### config.mk
export PLATFORM = sky130hd
export DESIGN_NAME = pr_icap_writer
export DESIGN_NICKNAME = d
export VERILOG_FILES = /design/src/rtl/pr_icap_writer.sv
export SDC_FILE = /design/constraint.sdc
export NUM_CORES = 1
export LEC_CHECK = 0
export ABC_AREA = 1
export CORE_MARGIN = 5
export CORE_UTILIZATION = 53
export DETAILED_ROUTE_END_ITERATION = 12
export GPL_ROUTABILITY_DRIVEN = 0
export PLACE_DENSITY_LB_ADDON = 0.1
export SLEW_MARGIN = 40
export SYNTH_ARGS = -nofsm -noshare
export SYNTH_HDL_FRONTEND = slang
export SYNTH_SLANG_ARGS = --single-unit
### constraint.sdc
create_clock -name icap_clk -period 2 [get_ports icap_clk]
set_input_delay 0.5 -clock icap_clk [delete_from_list [all_inputs] [get_ports icap_clk]]
set_output_delay 0.5 -clock icap_clk [all_outputs]
set_load 0.005 [all_outputs]
### src/rtl/pr_icap_writer.sv
// Streams a 32-bit partial bitstream into the ICAPE3 write port, then waits for PRDONE/PRERROR
// with a timeout and reports one completion or error event.
module pr_icap_writer #(
    parameter bit          BIT_SWAP       = 1'b1,
    parameter int unsigned TIMEOUT_CYCLES = 1000000
) (
    input  logic        icap_clk,
    input  logic        icap_rstn,
    input  logic        start,
    input  logic        abort,
    input  logic [31:0] s_tdata,
    input  logic        s_tvalid,
    input  logic        s_tlast,
    output logic        s_tready,
    input  logic [3:0]  icap_pr_status,
    output logic        icap_csib,
    output logic        icap_rdwrb,
    output logic [31:0] icap_din,
    output logic        busy,
    output logic        done,
    output logic        error,
    output logic [1:0]  err_code,
    output logic [31:0] word_count
);

    localparam logic [31:0] TimeoutLast = 32'(TIMEOUT_CYCLES - 1);

    localparam logic [1:0] ErrNone    = 2'd0;
    localparam logic [1:0] ErrPr      = 2'd1;
    localparam logic [1:0] ErrTimeout = 2'd2;
    localparam logic [1:0] ErrAbort   = 2'd3;

    typedef enum logic [2:0] {
        StIdle,
        StArm,
        StStream,
        StDrain,
        StWaitPr,
        StDone,
        StError
    } state_e;

    state_e      state_q, state_d;
    logic        csib_q, csib_d;
    logic        rdwrb_q, rdwrb_d;
    logic [31:0] din_q, din_d;
    logic [31:0] wc_q, wc_d;
    logic [1:0]  err_q, err_d;
    logic        abort_pend_q, abort_pend_d;
    logic [31:0] tmo_q, tmo_d;

    logic prdone;
    logic avail;
    logic prerror;
    logic unused_status;

    assign prdone        = icap_pr_status[0];
    assign avail         = icap_pr_status[1];
    assign prerror       = icap_pr_status[2];
    assign unused_status = icap_pr_status[3];

    function automatic logic [7:0] rev8(input logic [7:0] b);
        return {b[0], b[1], b[2], b[3], b[4], b[5], b[6], b[7]};
    endfunction

    function automatic logic [31:0] icap_swap(input logic [31:0] w);
        return {rev8(w[31:24]), rev8(w[23:16]), rev8(w[15:8]), rev8(w[7:0])};
    endfunction

    always_comb begin
        state_d      = state_q;
        csib_d       = 1'b1;
        rdwrb_d      = rdwrb_q;
        din_d        = din_q;
        wc_d         = wc_q;
        err_d        = err_q;
        abort_pend_d = abort_pend_q;
        tmo_d        = tmo_q;
        s_tready     = 1'b0;

        unique case (state_q)
            StIdle: begin
                rdwrb_d = 1'b1;
                if (start && !abort) begin
                    state_d      = StArm;
                    wc_d         = '0;
                    err_d        = ErrNone;
                    abort_pend_d = 1'b0;
                end
            end
            StArm: begin
                // RDWRB settles here so it never moves while CSIB is low.
                rdwrb_d = 1'b0;
                if (abort) begin
                    abort_pend_d = 1'b1;
                    state_d      = StDrain;
                end else begin
                    state_d = StStream;
                end
            end
            StStream: begin
                s_tready = avail & ~abort;
                if (abort) begin
                    abort_pend_d = 1'b1;
                    state_d      = StDrain;
                end else if (s_tvalid && s_tready) begin
                    csib_d = 1'b0;
                    din_d  = BIT_SWAP ? icap_swap(s_tdata) : s_tdata;
                    wc_d   = wc_q + 32'd1;
                    if (s_tlast) begin
                        state_d = StDrain;
                    end
                end
            end
            StDrain: begin
                rdwrb_d = 1'b1;
                tmo_d   = '0;
                if (abort_pend_q) begin
                    err_d   = ErrAbort;
                    state_d = StError;
                end else begin
                    state_d = StWaitPr;
                end
            end
            StWaitPr: begin
                tmo_d = tmo_q + 32'd1;
                if (prerror) begin
                    err_d   = ErrPr;
                    state_d = StError;
                end else if (prdone) begin
                    state_d = StDone;
                end else if (tmo_q == TimeoutLast) begin
                    err_d   = ErrTimeout;
                    state_d = StError;
                end
            end
            StDone: begin
                state_d = StIdle;
            end
            StError: begin
                state_d = StIdle;
            end
            default: begin
                state_d = StIdle;
            end
        endcase
    end

    always_ff @(posedge icap_clk or negedge icap_rstn) begin
        if (!icap_rstn) begin
            state_q      <= StIdle;
            csib_q       <= 1'b1;
            rdwrb_q      <= 1'b1;
            din_q        <= '0;
            wc_q         <= '0;
            err_q        <= ErrNone;
            abort_pend_q <= 1'b0;
            tmo_q        <= '0;
        end else begin
            state_q      <= state_d;
            csib_q       <= csib_d;
            rdwrb_q      <= rdwrb_d;
            din_q        <= din_d;
            wc_q         <= wc_d;
            err_q        <= err_d;
            abort_pend_q <= abort_pend_d;
            tmo_q        <= tmo_d;
        end
    end

    assign icap_csib  = csib_q;
    assign icap_rdwrb = rdwrb_q;
    assign icap_din   = din_q;
    assign busy       = (state_q != StIdle);
    assign done       = (state_q == StDone);
    assign error      = (state_q == StError);
    assign err_code   = err_q;
    assign word_count = wc_q;

endmodule

==> reports/results.txt, run 1 <==
The flow ran to the end, and the final reports show no timing, DRC or antenna violations. The reg-to-reg endpoint was tmo_q[20]. The per-cell routed wire length works out to 13.7 um.

On the final layout, the worst clock skew is 0.0173 ns. STA puts the critical path data required time at 1.50 ns. The tools report the relative slew slack as 0.651. The min-delay analysis places its worst path in the category in2async.

The via density per instance is 5.21, and the slack of the worst reg-to-reg path is 0.15 ns. The layout net count was 1,057. For the worst flop-to-flop path, the logic depth is 11. In this run the worst setup path begins at icap_csib. The logs give 969 for the number of fill cells in the layout and 5850 um2 for the post-synthesis instance area. The signal on the critical path passes through clkdlybuf4s50_1. The floorplan has 38 rows.

The number of distinct library cells after synthesis was 32. The first-pass iteration count of the detailed router is 6. Synthesis handed over a netlist of 869 instances. IR analysis of the VDD net gives a maximum drop of 0.735 mV.

For this run, the leading register cell type out of synthesis is dfrtp_1. The first global-routing pass estimated 26,600 um of wire. Across all layers, the routed design uses 6,036 vias. The cell sitting at the root of the clock tree is a clkbuf_8. The tools report the aggregate routed wire length as 15,800 um.

The run gives 0 as the Yosys warning count. The floorplan step set the die height to 115 um. Setup violations remaining at the end of the flow were counted as 0. In the post-synthesis netlist, the biggest area contributors are dfrtp_1, nand2_1, nor2_1, nand3_1, inv_1. The leakage power summed over all cells came out at 3.52 nW.

OpenSTA, run right after detailed placement, puts the worst setup slack at -0.174 ns. Setup slack on the critical path of the routed design comes to 0.0724 ns. For this design, the sink count on the clock tree is 104. The logs give 5,732 for the via count of the first global-routing pass and 2610 um2 for the register area.

The number of port buffers was 112; the number of maximum-capacitance violations was 0. The area growth from synthesis to layout came out at 30.5%. Share of the clock period used by the worst path after layout: 0.964.

In this run the worst setup path terminates at icap_csib. The floorplan step defined a die boundary enclosing 13,200 um2. Summed over all layers, the global routing overflow is 0. In this run the critical register-to-register path is launched from state_q[0]. Counting along the longest clock path gives a buffer depth of 2. When the netlist entered floorplanning its net count stood at 913. The path length in cells of the critical path is 1, and the total routing resource utilization after global routing is 0.250. The count of final max-slew check failures is 0.

The overall power of the completed layout is 6.91 mW, and the number of enable-type register cells in the synthesized netlist is 0. The power density over cell area is 904 nW/um2, and the maximum number of pins on one net before global-route repair is 38. Derived from the worst setup path, the maximum achievable clock frequency is 519 MHz. Of all cell types, the one taking the most synthesized area is dfrtp_1. The latest clock arrival within the worst-skew pair was 0.39 ns. Each instance of the synthesized netlist takes up on average 6.74 um2.

The largest fanout on the critical path was 1; the initial antenna violation count was 0. In this run, CTS created clock tree buffers numbering 9. Data arrives at the worst endpoint at 1.43 ns. The area share of the leading cell type in the synthesized netlist is 0.436.

The number of hold-repair buffers added at the cts stage is 0. On the critical path the largest part of the delay comes from flip-flops. The area of combinational cells with multiple inputs was 2850 um2. Type of element capturing the critical path: an output pin. Setup repair after global routing left no endpoint under its margin.

In this design, the stage delay of the slowest critical-path cell is 0.54 ns. The worst setup path is launched from a flip-flop. Clock transition time at the flip-flop clock pins of the worst setup and hold paths: 0.11 ns. Critical setup path kind: reg2out.

TritonCTS built the clock tree. The run gives 10,800 um2 as the total core area. For the antenna diode count, the log shows 0. The logs give 0.445 for the sequential share of the synthesized area and 114 for the number of ports placed on the die boundary. Horizontal extent of the die: 115 um. At the pin with the least slew margin, the transition time is 0.524 ns.

The slowest library cell on the worst path is dfstp_2. Once detail routing completed, the nets flagged for antenna violations numbered 0. The share of async-settable or async-resettable flops after synthesis is 1.00, and the post-DP HPWL is 11,800 um.

The combined buffer and inverter count along the critical path was 1; the number of storage elements in the synthesis netlist was 104. The tools report the initial core utilization as 0.540. The number of endpoints with negative hold slack in the final report came out at 0.

The iteration-0 DRC count of the detailed router is 534. CTS built an H-tree with a depth of 3. The fraction of layout cells with a size suffix above 1 came out at 0.0835. The shortest period the worst path allows was 1.93 ns; the number of design rule violations left after detail routing was 0.
==> repair_timing <==
item	4_1_cts	5_1_grt
gates resized for setup	5	2
pin swaps	0	1
setup buffers	5	4
setup endpoints to repair	4	3
==> cells in the final DEF (no fill, tap or decap), types with 4 or more instances in the layout <==
master           count
o21ai_0             12
nor3_1              21
a21oi_1             18
inv_1               69
clkbuf_8            10
clkdlybuf4s50_1    107
nand4_1             22
nor2_1             110
dfrtp_1            100
buf_4               35
o21bai_1             4
nand2_2              4
inv_2               12
dlygate4sd2_1        4
buf_12               5
nor2_2               5
nand2_1            372
o21ai_1             15
nand3_1             67
==> per-layer routing <==
layer  share of wire  GRT usage  vias to the layer above
li1                -          -                     3029
met1            0.42      0.316                     2753
met2            0.49      0.416                      207
met3           0.058     0.0489                       47
met4           0.033      0.112                        0
met5               0          0                        -
==> logic make-up after synthesis <==
group                    share of synthesized area
AO/OA/AOI/OAI                               0.0515
XOR/XNOR                                   0.00599
buffers and inverters                       0.0684
flip-flops                                   0.445
AND/OR/NAND/NOR                              0.425
adder cells (fa/ha/maj)                    0.00427
==> cell type report <==
type	instances	share of cell area
clock buffers	10	0.0180
clock inverters	6	0.0126
inverters	81	0.0398
multi-input cells	666	0.373
flip-flops and latches	104	0.341
well taps	140	0.0229
repair buffers	151	0.192
==> cell usage after synthesis (5+ instances only) <==
master / count
a21oi_1: 18
buf_2: 5
clkbuf_1: 6
dfrtp_1: 102
inv_1: 69
inv_2: 12
nand2_1: 372
nand3_1: 67
nand4_1: 22
nor2_1: 111
nor3_1: 21
o21ai_0: 12
o21ai_1: 15
==> flip-flops by register name, summed over array words and instances, names as in the netlist <==
signal / count
icap_din: 32
tmo_q: 32
word_count: 32
state_q: 3
err_code: 2
abort_pend_q: 1
icap_csib: 1
icap_rdwrb: 1
==> how the worst min path moves through the flow <==
stage | cells past startpoint | slack, ns | start | end
4_1_cts | 1 | 0.08 | icap_rstn | word_count[21]
3_3_place_gp | 2 | 0.45 | icap_din[28] | icap_din[28]
2_1_floorplan | 0 | 0.20 | icap_rstn | abort_pend_q
6_report | 1 | 0.08 | icap_rstn | word_count[12]
3_5_place_dp | 2 | 0.46 | icap_din[0] | icap_din[0]
5_1_grt | 1 | 0.11 | icap_rstn | word_count[21]
==> power by group <==
| group | internal (mW) | switching [mW] |
|---|---|---|
| sequential | 2.49 | 0.243 |
| clock | 0.757 | 0.780 |
| combinational | 1.30 | 1.34 |
==> metrics by stage <==
stage | instance area, um2 | setup TNS, ns | utilization | instances | hold slack, ns
2_1_floorplan | 5850 | 0 | - | 869 | 0.204
3_3_place_gp | 7340 | -2.25 | 0.677 | 1133 | 0.453
3_5_place_dp | 7340 | -3.03 | 0.677 | 1133 | 0.457
4_1_cts | 7610 | 0 | 0.702 | 1154 | 0.0846
5_1_grt | 7640 | 0 | 0.705 | 1158 | 0.114
6_report | 7640 | 0 | 0.705 | 1158 | 0.0836
Note: power is estimated with default switching activity, not from simulation.
==> inputs of run 2 (changes only) <==
--- a/config.mk
+++ b/config.mk
@@ -10,7 +10,7 @@
 export CORE_UTILIZATION = 53
 export DETAILED_ROUTE_END_ITERATION = 12
 export GPL_ROUTABILITY_DRIVEN = 0
-export PLACE_DENSITY_LB_ADDON = 0.1
+export PLACE_DENSITY = 0.81
 export SLEW_MARGIN = 40
 export SYNTH_ARGS = -nofsm -noshare
 export SYNTH_HDL_FRONTEND = slang
==> run 2 against run 1 <==
Routed wire length is 0.71% lower. Critical endpoint is now icap_rdwrb. Global-route usage fell by 0.21 points. Sequential power about the same. Final cell count decreased by 0.95%. Count of clock-buffer cells in the layout stayed put. First-iteration DRC count fell by 3.7%. Non-clock buffer count decreased by 11. Flip-flop and latch count stayed put. Die area unchanged. Final area shrank 1.4%. Largest power group unchanged. Power down 4.3%. Clock skew down 0.0037 ns.
==> reports/results.txt, run 2 (synthesized netlist as in run 1, its figures left out) <==
The tools report the TritonCTS buffer count as 9. For the final count of negative-setup-slack endpoints, the log shows 0. The repair_antennas step left the layout with diodes totalling 0.

Setup repair after global routing left no endpoint under its margin. At the worst endpoint, the required time is 1.50 ns. In this run the static leakage power is 3.44 nW. Using the TritonRoute via totals, the vias-per-cell ratio works out to 5.21.

The tools report the total core area as 10,800 um2. The tools report the data arrival time of the critical path as 1.45 ns. Number of ports placed on the die boundary: 114.

Counting I/O delays and the setup requirement, the final critical path takes 1.95 ns. The floorplan step set the die width to 115 um. The first global-routing pass estimated 26,200 um of wire.

The fraction of layout cells with a size suffix above 1 was 0.0755; the via count of the first global-routing pass was 5,476. The most common cell after layout, fill and taps aside was nand2_1. For the pin with the worst max-slew slack, the measured transition is 0.539 ns.

Once placement completed, the tool counted placed cells totaling 1,128. The number of endpoints with negative hold slack in the final report came out at 0. The cell class contributing the biggest share of worst-path delay is flip-flops.

The aggregate negative setup slack came out at 0 ns. The top cell types in the final layout, fill and taps aside, are nand2_1, nor2_1, clkdlybuf4s50_1. Clock transition time at the flip-flop clock pins of the worst setup and hold paths: 0.10 ns. The tools report the initial core utilization as 0.540. The critical path goes through clkdlybuf4s50_1.

The tools report the initial antenna violation count as 0. Along the worst path, the maximum fanout reaches 2. For the relative slew slack, the log shows 0.641. The total overflow left after global routing is 0. The utilization of the core after routing was 0.695; the maximum buffer depth of the clock tree was 2. The post-DP HPWL is 11,800 um.

STA classifies the critical path startpoint as a flip-flop. Number of sinks driven by the clock tree: 104. Derived from the worst setup path, the maximum achievable clock frequency is 512 MHz. For the worst-skew pair, the clock arrives at the later sink with an insertion delay of 0.38 ns. The clock arrives with 0.0136 ns of skew.

Share of the clock period used by the worst path after layout: 0.977. The final-layout worst hold slack is 0.126 ns. In this run the power density over the cells is 877 nW/um2. First-pass iteration count of the detailed router: 5. The critical path is of the reg2out type. The tools report the peak ir drop on the vdd network as 0.671 mV. Entering global routing, the biggest net connects 42 pins. TritonCTS built the clock tree. Row generation in the floorplan step produced 38 rows. The count of final max-slew check failures came out at 0. The tools report the type of element capturing the critical path as an output pin.

For this run, design rule violations remaining after detail routing come to 0. The count of nets left with antenna violations once routing finished came out at 0. On the worst path, the slowest cell contributes a delay of 0.55 ns. The aggregate routed wire length is 15,700 um. The tools report the level count of the clock H-tree as 3. From bottom edge to top edge, the die measures 115 um. After detailed routing, the average wire length per cell comes to 13.7 um.

The tools report the number of fill cells in the layout as 941. The run finished with clean final reports. The number of hold buffers added after CTS was 0. The worst hold path belongs to the class in2async. The cell sitting at the root of the clock tree is a clkbuf_8. The detailed-route via count was 5,975. Once layout is complete, the cells apart from fillers number 1,147.

The iteration-0 DRC count of the detailed router came out at 514. Slowest library cell on the worst path: dfstp_2. The combined buffer and inverter count along the critical path was 1. The overall die area was 13,200 um2. The total routing resource utilization after global routing was 0.248; the number of port buffers was 112. The design draws 6.61 mW. The area growth from synthesis to layout is 28.7%. At the end of the flow, the number of nets in the layout was 1,046. The tool flagged a number of max-cap violations equal to 0.
run 2: changes by cell type in the layout (fill, tap and decap cells not counted), sizes merged:
cell,before,now
buf,40,29
clkdlybuf4s15,0,2
clkinvlp,1,3
dlygate4sd2,4,2
inv,84,82
bufinv,2,1
clkinv,0,1
run 2: per-stage QoR:
step	setup slack, ns	instance area [um2]
after floorplan	0.391	5850
after global placement	-0.223	7290
after detailed placement	-0.220	7290
after CTS	-0.0232	7500
after global routing	0.0103	7530
final	0.0462	7530
run 2: area by class of cell:
type | count | area (um2) | area share
inverter | 81 | 304 | 0.0404
timing repair buffer | 140 | 1380 | 0.183
clock inverter | 6 | 66.3 | 0.00880
clock buffer | 10 | 138 | 0.0183
tap | 140 | 175 | 0.0233
sequential | 104 | 2610 | 0.346
multi-input combinational | 666 | 2870 | 0.381
run 2: repair_timing:
item,in CTS,in global routing
cloned,0,0
endpoints found under the hold margin,0,0
resized for setup,5,8
pin swaps,0,2
setup endpoints to repair,4,4
setup buffers,2,1
run 2: final timing paths:
path | startpoint | to | slack (ns) | cells past startpoint
max | icap_rdwrb | icap_rdwrb | 0.05 | 1
min | icap_rstn | icap_din[26] | 0.13 | 2
max reg2reg | state_q[1] | tmo_q[18] | 0.23 | 7
min reg2reg | icap_din[9] | icap_din[9] | 0.48 | 2
max in group asynchronous | icap_rstn | icap_csib | 1.42 | 2
min in group icap_clk | icap_din[9] | icap_din[9] | 0.48 | 2
run 2: routing by layer:
metal	share of wire	GRT usage
met5	0	0
met4	0.029	0.0923
met3	0.076	0.0505
met2	0.45	0.379
met1	0.45	0.349
run 2: report_power, final:
| group | internal (mW) | switching (mW) |
|---|---|---|
| Sequential | 2.48 | 0.227 |
| Combinational | 1.20 | 1.32 |
| Clock | 0.615 | 0.765 |
==> inputs of run 3 (changes only) <==
--- a/config.mk
+++ b/config.mk
@@ -7,10 +7,11 @@
 export LEC_CHECK = 0
 export ABC_AREA = 1
 export CORE_MARGIN = 5
-export CORE_UTILIZATION = 53
+export CORE_UTILIZATION = 57
 export DETAILED_ROUTE_END_ITERATION = 12
 export GPL_ROUTABILITY_DRIVEN = 0
-export PLACE_DENSITY = 0.81
+export HOLD_SLACK_MARGIN = 0.05
+export PLACE_DENSITY = 0.87
 export SLEW_MARGIN = 40
 export SYNTH_ARGS = -nofsm -noshare
 export SYNTH_HDL_FRONTEND = slang
==> constraint.sdc (replaced) <==
create_clock -name icap_clk -period 2.25 [get_ports icap_clk]
set_input_delay 0.5625 -clock icap_clk [delete_from_list [all_inputs] [get_ports icap_clk]]
set_output_delay 0.5625 -clock icap_clk [all_outputs]
set_load 0.005 [all_outputs]
==> run 3 against run 2 <==
Combinational power down 19%. First-iteration DRC count shrank 14%. Core utilization rose by 2.9 points. Final area is 2.1% lower. Critical endpoint is now done. Largest power group unchanged. Highest routed layer unchanged.
==> reports/results.txt, run 3 (synthesized netlist as in run 1, its figures left out) <==
Summed over all layers, the global routing overflow is 0. For the peak ir drop on the vdd network, the log shows 0.638 mV. The number of endpoints with negative hold slack in the final report came out at 0. For this design the ratio of total power to cell area is 752 nW/um2. The run gives 0 as the initial antenna violation count. The tools report the clock root buffer master as clkbuf_8. TritonCTS built the clock tree.

In this run, CTS created clock tree buffers numbering 9. In this run the deepest clock path goes through 2 buffers. The area growth from synthesis to layout is 26.0%, and the number of buffers inserted by post-CTS setup repair is 0. Data on the critical path arrives at its endpoint at 1.62 ns.

The via density per instance is 5.25, and the largest fanout on the critical path is 4. The detailed router placed 5,931 vias in this run. The routed design could run at a clock period as short as 2.18 ns. For the relative slew slack, the log shows 0.628. In this run the power spent charging and discharging nets is 1.99 mW. The fraction of layout cells with a size suffix above 1 is 0.0594. The run gives 458 MHz as the achievable clock frequency. At the worst endpoint, the required time is 1.69 ns. The number of hold-repair buffers added at the cts stage came out at 0.

The overall die area is 12,400 um2, and the per-cell routed wire length is 13.2 um. Across the run, the number of max-cap violations was 0. The die is 111 um tall. The core region is 10,200 um2. Internal power comes to 3.56 mW. Measured along the x axis, the die boundary spans 111 um. The flow ran to the end, and the final reports show no timing, DRC or antenna violations. The H-tree generated during clock tree synthesis spans 3 levels.

Hold timing on the final database bottoms out at a slack of 0.0663 ns. The net switching share of the total power was 0.358; the iteration-0 DRC count of the detailed router was 441. The sequential share of power was 0.441; the number of ports placed on the die boundary was 114. For the pin with the worst max-slew slack, the measured transition is 0.553 ns.

The analysis attributes to cell leakage a power of 3.38 nW. The count of final max-slew check failures was 0; the remaining number of nets flagged by the antenna check after routing was 0. The via count of the first global-routing pass is 5,607.

The worst setup path is launched from a flip-flop. After detailed routing, the total wire length is 14,900 um. The share of the clock period used by the worst path after layout works out to 0.970.

STA classifies the critical path endpoint as an output pin. The latest clock arrival within the worst-skew pair is 0.38 ns, and the final count of negative-setup-slack endpoints is 0. Initial core utilization: 0.575.

The tools report the first-pass GRT wire length as 25,600 um. In the layout the commonest cells are nand2_1, nor2_1, clkdlybuf4s50_1. Setup repair after global routing left no endpoint under its margin.

The most common cell after layout, fill and taps aside was nand2_1. The repair_antennas step left the layout with diodes totalling 0. The clock transition time at the flip-flop clock pins of the worst setup and hold paths works out to 0.10 ns. The initialized floorplan defines 37 standard-cell rows. The tools report the number of sinks driven by the clock tree as 104. The logs give 0.193 for the clock power share and 0.247 for the total routing resource utilization after global routing. For the worst setup skew after layout, the log shows 0.0145 ns. The path category of the worst min-delay check is in2async. For the relative contribution of combinational cells to total power, the log shows 0.366. The critical setup path kind was reg2out. The aggregate negative setup slack was 0 ns; the maximum number of pins on one net before global-route repair was 57. The net count of the finished layout is 1,033. The post-DP HPWL was 11,300 um. After filler insertion, the fill cell instance count of the layout stands at 823. The logs give 0 for the number of design rule violations left after detail routing and 6 for the first-pass iteration count of the detailed router. The number of port buffers works out to 112.
run 3: metal layers:
| metal | routed length [um] | share of wire | track usage | up-vias |
|---|---|---|---|---|
| met5 | 0 | 0 | 0 | - |
| met3 | 1350 | 0.091 | 0.0571 | 37 |
| met1 | 6150 | 0.41 | 0.322 | 2681 |
| met2 | 6890 | 0.46 | 0.398 | 224 |
| met4 | 502 | 0.034 | 0.103 | 0 |
| li1 | - | - | - | 2989 |
run 3: final cells by class:
type | count | area (um2) | area share
inverters | 81 | 304 | 0.0412
well taps | 136 | 170 | 0.0231
flip-flops and latches | 104 | 2610 | 0.353
clock buffers | 10 | 128 | 0.0173
repair buffers | 127 | 1270 | 0.172
multi-input cells | 666 | 2850 | 0.387
clock inverters | 6 | 45.0 | 0.00611
run 3: final timing paths:
check | startpoint | to | slack (ns) | cells past startpoint
min in group icap_clk | icap_din[31] | icap_din[31] | 0.48 | 2
setup reg to reg | tmo_q[0] | tmo_q[20] | 0.46 | 9
hold reg to reg | icap_din[31] | icap_din[31] | 0.48 | 2
max in group asynchronous | icap_rstn | icap_rdwrb | 1.56 | 2
hold / removal | icap_rstn | icap_din[25] | 0.07 | 1
setup / recovery | state_q[2] | done | 0.07 | 3
run 3: per-stage QoR:
step	power (mW)	cell area, um2	std cells	util	worst slack, ns
3_3_place_gp	4.48	7200	1114	0.707	-0.0386
4_1_cts	5.59	7370	1130	0.724	0.0397
6_report	5.55	7380	1130	0.724	0.0683
3_5_place_dp	4.52	7200	1114	0.707	-0.0676
2_1_floorplan	3.49	5850	869	-	0.641
5_1_grt	5.92	7380	1130	0.724	0.00267
run 3: power groups by stage:
stage / Sequential [mW] / Combinational (mW) / Clock (mW)
after floorplan: 2.47 / 1.02 / 0
after global placement: 2.46 / 2.02 / 0
after detailed placement: 2.46 / 2.06 / 0
after CTS: 2.44 / 2.06 / 1.09
after global routing: 2.50 / 2.26 / 1.16
final: 2.45 / 2.03 / 1.07
run 3: repair_timing:
action,CTS,global route
setup endpoints to repair,2,1
gates resized for setup,5,1
gates cloned,0,0
run 3: worst max-delay path, cell delays in order, from the launching register on:
cell             delay (ns)
dfrtp_2                0.44
inv_2                  0.08
nor3_1                 0.17
clkdlybuf4s50_1        0.56
